## config.mk

```make
export PLATFORM = sky130hd
export DESIGN_NAME = aes_arbiter
export DESIGN_NICKNAME = d
export VERILOG_FILES = /design/src/rtl/aes_pkg.sv /design/src/rtl/flex_counter.sv /design/src/rtl/aes_arbiter.sv
export SDC_FILE = /design/constraint.sdc
export NUM_CORES = 1
export LEC_CHECK = 0
export BUFFER_PORTS_ARGS = -buffer_cell sky130_fd_sc_hd__buf_2
export CAP_MARGIN = 20
export CELL_PAD_IN_SITES_DETAIL_PLACEMENT = 0
export CELL_PAD_IN_SITES_GLOBAL_PLACEMENT = 1
export CORE_AREA = 2 2 157 159
export CTS_CLUSTER_DIAMETER = 120
export DETAILED_ROUTE_END_ITERATION = 8
export DIE_AREA = 0 0 159 161
export PLACE_DENSITY = 0.88
export SLEW_MARGIN = 15
export SYNTH_ARGS = -nofsm -noshare
export SYNTH_HDL_FRONTEND = slang
export SYNTH_SLANG_ARGS = --single-unit
```

## constraint.sdc

```tcl
create_clock -name clk -period 3.2 [get_ports clk]
set_input_delay 0.16 -clock clk [delete_from_list [all_inputs] [get_ports clk]]
set_output_delay 0.16 -clock clk [all_outputs]
set_load 0.1 [all_outputs]
```

## src/rtl/aes_pkg.sv

```systemverilog
// Shared definitions for the AES core arbiter: core mode encodings and the
// sequencer state type.
package aes_pkg;

    localparam logic [1:0] AES_IDLE = 2'b00;
    localparam logic [1:0] AES_ENC  = 2'b10;
    localparam logic [1:0] AES_DEC  = 2'b11;

    typedef enum logic [2:0] {
        IDLE,
        GRANT,
        ISSUE,
        WAIT_START,
        WAIT_BUSY,
        DONE,
        ERR
    } arb_state_t;

    function automatic logic mode_legal(input logic [1:0] mode);
        return (mode == AES_ENC) || (mode == AES_DEC);
    endfunction

endpackage

```

## src/rtl/flex_counter.sv

```systemverilog
// Clearable up-counter that wraps to 1 after rollover_val and raises a
// registered flag while the count sits at rollover_val.
module flex_counter #(
    parameter int NUM_CNT_BITS = 4
) (
    input  logic                    clk,
    input  logic                    n_rst,
    input  logic                    clear,
    input  logic                    count_enable,
    input  logic [NUM_CNT_BITS-1:0] rollover_val,
    output logic [NUM_CNT_BITS-1:0] count_out,
    output logic                    rollover_flag
);

    logic [NUM_CNT_BITS-1:0] count_nxt;
    logic                    flag_nxt;

    always_comb begin
        count_nxt = count_out;
        if (clear)
            count_nxt = '0;
        else if (count_enable)
            count_nxt = (count_out == rollover_val) ? NUM_CNT_BITS'(1)
                                                    : count_out + NUM_CNT_BITS'(1);
        flag_nxt = !clear && (count_nxt == rollover_val);
    end

    always_ff @(posedge clk or negedge n_rst) begin
        if (!n_rst) begin
            count_out     <= '0;
            rollover_flag <= 1'b0;
        end else begin
            count_out     <= count_nxt;
            rollover_flag <= flag_nxt;
        end
    end

endmodule

```

## src/rtl/aes_arbiter.sv

```systemverilog
// Round-robin owner of the shared AES core: grants a requester for a whole
// burst, issues each block, waits out aes_busy and guards it with a watchdog.
module aes_arbiter
    import aes_pkg::*;
#(
    parameter int TIMEOUT_CYCLES = 64,
    parameter int CNT_BITS       = 7
) (
    input  logic         clk,
    input  logic         n_rst,
    input  logic [1:0]   req_valid,
    input  logic [1:0]   req_last,
    input  logic [1:0]   req_mode0,
    input  logic [1:0]   req_mode1,
    input  logic [127:0] req_data0,
    input  logic [127:0] req_data1,
    output logic [1:0]   grant,
    output logic [1:0]   req_ack,
    output logic [1:0]   req_done,
    output logic [1:0]   aes_mode,
    output logic [127:0] aes_data,
    output logic         data_valid,
    input  logic         aes_busy,
    output logic         error
);

    localparam logic [CNT_BITS-1:0] WD_LIMIT = CNT_BITS'(TIMEOUT_CYCLES);

    arb_state_t          state, state_nxt;
    logic                owner, owner_nxt;
    logic                last_owner, last_r;
    logic [1:0]          mode_r, mode_nxt;
    logic [CNT_BITS-1:0] wd_count;
    logic                wd_flag, wd_expired;
    logic [1:0]          grant_nxt, aes_mode_nxt, ack_nxt, done_nxt;
    logic                dv_nxt;

    flex_counter #(.NUM_CNT_BITS(CNT_BITS)) u_watchdog (
        .clk          (clk),
        .n_rst        (n_rst),
        .clear        (state == WAIT_START),
        .count_enable (state == WAIT_BUSY),
        .rollover_val (WD_LIMIT),
        .count_out    (wd_count),
        .rollover_flag(wd_flag)
    );

    assign wd_expired = wd_flag && (wd_count == WD_LIMIT);

    always_comb begin
        state_nxt = state;
        owner_nxt = owner;
        mode_nxt  = mode_r;
        case (state)
            IDLE: if (|req_valid) begin
                // On a tie the requester that was not served last wins.
                owner_nxt = (req_valid == 2'b11) ? ~last_owner : req_valid[1];
                mode_nxt  = owner_nxt ? req_mode1 : req_mode0;
                state_nxt = GRANT;
            end
            GRANT: begin
                if (!mode_legal(mode_r))
                    state_nxt = ERR;
                else if (req_valid[owner])
                    state_nxt = ISSUE;
            end
            ISSUE:      state_nxt = WAIT_START;
            WAIT_START: state_nxt = WAIT_BUSY;
            WAIT_BUSY: begin
                if (wd_expired)
                    state_nxt = ERR;
                else if (!aes_busy)
                    state_nxt = DONE;
            end
            DONE:    state_nxt = last_r ? IDLE : GRANT;
            ERR:     if (req_valid == 2'b00) state_nxt = IDLE;
            default: state_nxt = IDLE;
        endcase
    end

    // Outputs are decoded from the next state so they register in step with it.
    always_comb begin
        grant_nxt    = 2'b00;
        aes_mode_nxt = AES_IDLE;
        if (state_nxt != IDLE && state_nxt != ERR) begin
            grant_nxt    = {owner_nxt, ~owner_nxt};
            aes_mode_nxt = mode_nxt;
        end
    end

    always_comb begin
        dv_nxt   = (state_nxt == ISSUE);
        ack_nxt  = (state_nxt == ISSUE) ? {owner_nxt, ~owner_nxt} : 2'b00;
        done_nxt = (state_nxt == DONE)  ? {owner_nxt, ~owner_nxt} : 2'b00;
    end

    always_ff @(posedge clk or negedge n_rst) begin
        if (!n_rst) begin
            state      <= IDLE;
            owner      <= 1'b0;
            mode_r     <= AES_IDLE;
            last_r     <= 1'b0;
            last_owner <= 1'b1;
            grant      <= 2'b00;
            aes_mode   <= AES_IDLE;
            req_ack    <= 2'b00;
            req_done   <= 2'b00;
            data_valid <= 1'b0;
            aes_data   <= '0;
            error      <= 1'b0;
        end else begin
            state      <= state_nxt;
            owner      <= owner_nxt;
            mode_r     <= mode_nxt;
            grant      <= grant_nxt;
            aes_mode   <= aes_mode_nxt;
            req_ack    <= ack_nxt;
            req_done   <= done_nxt;
            data_valid <= dv_nxt;
            if (state_nxt == ISSUE) begin
                aes_data <= owner_nxt ? req_data1 : req_data0;
                last_r   <= req_last[owner_nxt];
            end
            if (state == DONE && last_r)
                last_owner <= owner;
            if (state_nxt == ERR)
                error <= 1'b1;
        end
    end

endmodule

```

# Yosys cells after proc, flatten, opt, wreduce, memory -nomap -nowiden
# Index checks and enable logic that the tools add are counted.
# word_totals
elab_cells	70
in_bits	267
mem_bits_ro	0
out_inout_bits	138
latchBits	0
regBits	154
n_memories	0
mem_bits_rw	0
# op_classes
n_bitwise	2
shifts	0
reduce_logical	10
eq_ne	15
order_cmp	2
n_mux	26
n_mul	0
n_addsub	1
div	0
# ops
cell	n
128-bit 2-to-1 mux	1
7-bit 2-to-1 mux	3
3-bit one-hot mux with 7 select lines	1
3-bit 2-to-1 mux	6
3-bit == test (second input constant)	5
7-bit == test (second input constant)	2
2-bit 2-to-1 mux	7
3-bit by 2-bit == test with 1-bit output (second input constant)	3
1-bit 2-to-1 mux	8
7-bit by 1-bit adder with 7-bit output (second input constant)	1
2-bit == test (second input constant)	3
1-bit logical AND	4
1-bit by 2-bit less-than comparator with 1-bit output (second input constant)	2
3-bit by 1-bit == test with 1-bit output (second input constant)	1
3-bit logical NOT	1
3-bit inequality test (second input constant)	1
3-bit nonzero test	1
2-bit logical NOT	1
1-bit NOT	2
2-bit OR reduction	1
1-bit logical NOT	1
1-bit logical OR	1

# Logic depth before layout (Yosys ltp)
# logic_depth
depth_word	8
depth_mapped	9
ltp_nobuf	7

# By module
# A second synthesis with hierarchy kept.
# hier_totals
hier_cells	577
hier_area_um2	7821.3
# modules_own_cells
module	area_each_um2	cells_per_inst	seq_area_each_um2	instances
aes_arbiter	7141.8	494	3654.8	1
flex_counter	679.4	83	200.2	1

# Worst setup path after synthesis
# Ideal clock, no wire load.
# synth_path
kind	reg2reg
startpoint	reg state[1]
endpoint	reg aes_data[16]
required_time_ns	3.074
setup_slack_ns	0.883
arrival_time_ns	2.190
synth_period_minus_slack_ns	2.317
n_path_buf	3
stages_incl_launch_ff	9
setup_time_ns	0.126
path_cell_list	dfrtp_1 -> buf_2 -> nor3_1 -> nand2_1 -> a22oi_2 -> buf_4 -> buf_2 -> mux2_2 -> mux2_4
# synth_between
elab_chain_cells	4
word_cells_on_any_way	17
classes_between	eq/ne (7); mux (9); reduce/logical (1)
# synth_rtl
item	line_no	rtl
from (decl)	aes_arbiter.sv:29	arb_state_t state, state_nxt;
from (signal assigned)	aes_arbiter.sv:112	state <= state_nxt;
3-bit 2-to-1 mux (on tied branches)	aes_arbiter.sv:72, aes_arbiter.sv:64	
3-bit 2-to-1 mux (on tied branches)	aes_arbiter.sv:70, aes_arbiter.sv:62	
3-bit one-hot mux with 7 select lines	aes_arbiter.sv:54	case (state)
3-bit by 2-bit == test with 1-bit output	aes_arbiter.sv:120	if (state_nxt == ISSUE) begin
to (signal assigned)	aes_arbiter.sv:121	aes_data <= owner_nxt ? req_data1 : req_data0;
to (decl)	aes_arbiter.sv:21	output logic [127:0] aes_data,
# Several ways; a longest one is shown, not always the timed one.
# A chain may end at the register's enable or synchronous reset.

# Worst setup path after layout
# layout_path
startpoint	reg state[1]
endpoint	reg aes_data[47]
# The elaborated chain is that of the path after synthesis.

==> results.md <==
- Crit path DAT: around 3000 ps
- I/O Buffers: between 400 and 500
- Final ANT Viol Nets: 0
- Die ar.: 25,600 sq um
- Critical path fanouts, max: 72
- Post-layout min period: 2710 ps
- Worst slew margin: around 42%
- Outcome: finished clean
- Clock Path Buffers: 2
- Chip width: between 150 and 200 um
- Vias: between 5,000 and 6,000
- Ant. Diodes: 0
- Worst Hold Class: input port to flop
- Fmax: 369 MHz
- Initial cell density of the core: between 30 and 40%
- Required time of the worst setup path: around 3500 ps
- CTS tree: yes
- Core area: roughly 24,000 sq um
- Worst-Margin Slew: ~900 ps
- Max_cap viols: 0
- Synthesized area per cell: around 15 sq um
- Most frequent cells after synthesis: mux2_2, dfrtp_1, mux2_4
- Yosys reg bits: 154
- Via count of the first global-routing pass: ~5,900
- Total grt overflow: 0
- Warnings from Yosys: 0
- Io pins: 405
- Post-synth top area share: between 40 and 50%
- Hold Buf Count CTS: 1
- Fin. max-slew vios: 0
- Setup TNS: 0 ps
- Post-Synthesis Net Count: 800
- EDFF count, synth: 0
- DR iter-0 viols: about 180
- Num CTS Buffers: 17
- P&R area growth vs syn: 35.2%
- Setup CP Type: flop to flop
- Clock root buffer: clkbuf_16
- Avg WL per Cell: approximately 16 um
- Seq/Total Area, Yosys: between 40 and 50%
- H-tree Lvls: 4
- Synthesized area: around 8000 sq um
- Placer Congestion: around 0.8
- Setup Fix Bufs, Post-CTS: 0
- Syn Inst Count: approximately 530
- Antenna violations before repair: 0
- Primary FF master, synth: dfrtp_1
- Crit share post-route: between 80% and 90%
- First-pass GRT wire length: between 30,000 and 40,000 um
- Worst setup EP type: flop
- Startpoint Class: flop
- Final nets: between 1,000 and 1,500
- Layout cells sized above 1: 74.7%
- Largest net degree at the start of global routing: 94
- Drt pass-1 iters: 4
- Post-synth ARST share: 100%
- Post-CTS Resized: 0
- Row cnt: between 50 and 60
- Setup Skew: about 15 ps
- Clk_lat worst skew: 420 ps
- DIE HEIGHT: between 150 and 200 um
- Gr usage total: between 10% and 20%
- Clk sink count: approximately 150
- RSZ-0062 raised after global routing: no
- Synth area leader: dfrtp_1
- Most common cell in the netlist: mux2_2
- Detailed Place HPWL: between 15,000 and 20,000 um
- Distinct cells, synth: 43
- Hold Vio Cnt, Final: 0
- Vias per inst: approximately 4.5
- # DRC: 0
- Synth area leaders: dfrtp_1, mux2_2, mux2_4, buf_12, buf_2
- Aggregate routed wire length: between 20,000 and 25,000 um
- Endpoints failing setup: 0
- Filler cell count: roughly 2,200
- Clock slew seen by the registers of the worst setup and hold paths: around 60 ps
cells by family (layout without fill, tap and decap cells):
| logic type | Yosys count | in the layout | share of synthesized area [%] |
|---|---|---|---|
| xor gates and xnor gates | 5 | 5 | 0.545 |
| AOI/OAI and AO/OA | 19 | 19 | 1.84 |
| and+or+nand+nor | 50 | 50 | 3.67 |
| muxes | 262 | 262 | 41.2 |
| buffers and inverters | 39 | 450 | 4.46 |
| DFF | 154 | 154 | 47.9 |
| adders and majority gates | 2 | 2 | 0.311 |
flip-flops by register name (all words and copies together) (netlist names):
| signal | flops |
|---|---|
| aes_mode | 2 |
| grant | 2 |
| owner | 1 |
| req_done | 2 |
| error | 1 |
| last_r | 1 |
| last_owner | 1 |
| req_ack | 2 |
| mode_r | 2 |
| state | 3 |
| u_watchdog.count_out | 7 |
| aes_data | 128 |
| u_watchdog.rollover_flag | 1 |
| data_valid | 1 |
routing by layer:
metal,track usage [%],wire length [um],share of wire [%]
met1,20.5,8850,43
met2,26.3,10100,50
met3,3.67,962,4.7
met4,5.50,444,2.2
met5,0,0,0
metrics by stage:
step / setup WS (ps) / std cells / util [%] / hold WS [ps] / instance area, sq um
finish: 493 / 1266 / 45.4 / 90.1 / 10900
global route: 278 / 1266 / 45.4 / 75.6 / 10900
CTS: 491 / 1266 / 45.4 / 73.6 / 10900
detailed placement: 517 / 1234 / 42.8 / 298 / 10300
global placement: 587 / 1234 / 42.8 / 295 / 10300
floorplan: 883 / 531 / - / -136 / 8040
layout make-up:
| cell class | instances | area [sq um] | share of cell area (%) |
|---|---|---|---|
| Clock inverter | 12 | 164 | 1.51 |
| Inverter | 8 | 30.0 | 0.276 |
| Clock buffer | 19 | 443 | 4.07 |
| Timing Repair Buffer | 411 | 2150 | 19.7 |
| Multi-Input combinational cell | 338 | 3830 | 35.2 |
| Sequential cell | 154 | 3850 | 35.5 |
| Tap cell | 324 | 405 | 3.73 |
final timing paths:
check                           slack, ps       endpoint  cells past startpoint      from
worst max register to register        490   aes_data[47]                      6  state[1]
worst max-delay path                  490   aes_data[47]                      6  state[1]
worst min-delay path                   90    req_done[0]                      3  aes_busy
max in group asynchronous            1960   aes_data[81]                      3     n_rst
min in group asynchronous             380  aes_data[121]                      2     n_rst
worst min register to register        480          error                      1     error
worst max-delay path, cell delays in order (launching register included):
cell	delay, ps
dfrtp_1	550
or3b_1	380
a22oi_1	320
nand3_1	250
nor2_4	210
buf_12	420
mux2_4	350
cell usage in the layout (no fill, tap or decap), drive strengths merged, types with 2 or more instances in the layout:
cell type,instances
buf,410
mux2,258
dfrtp,153
clkbuf,19
nor2,14
inv,12
nor3,7
nand3,6
nor2b,5
nand2,4
mux2i,4
xor2,3
nand2b,3
a21oi,3
clkinvlp,3
bufinv,3
o21ai,3
or3b,2
xnor2,2
nor4bb,2
nor3b,2
a21boi,2
ha,2
a22oi,2
clkinv,2
Power is left out: the tool's default activity adds up to more than one toggle a clock period on the data nets, which glitch-free logic cannot reach.
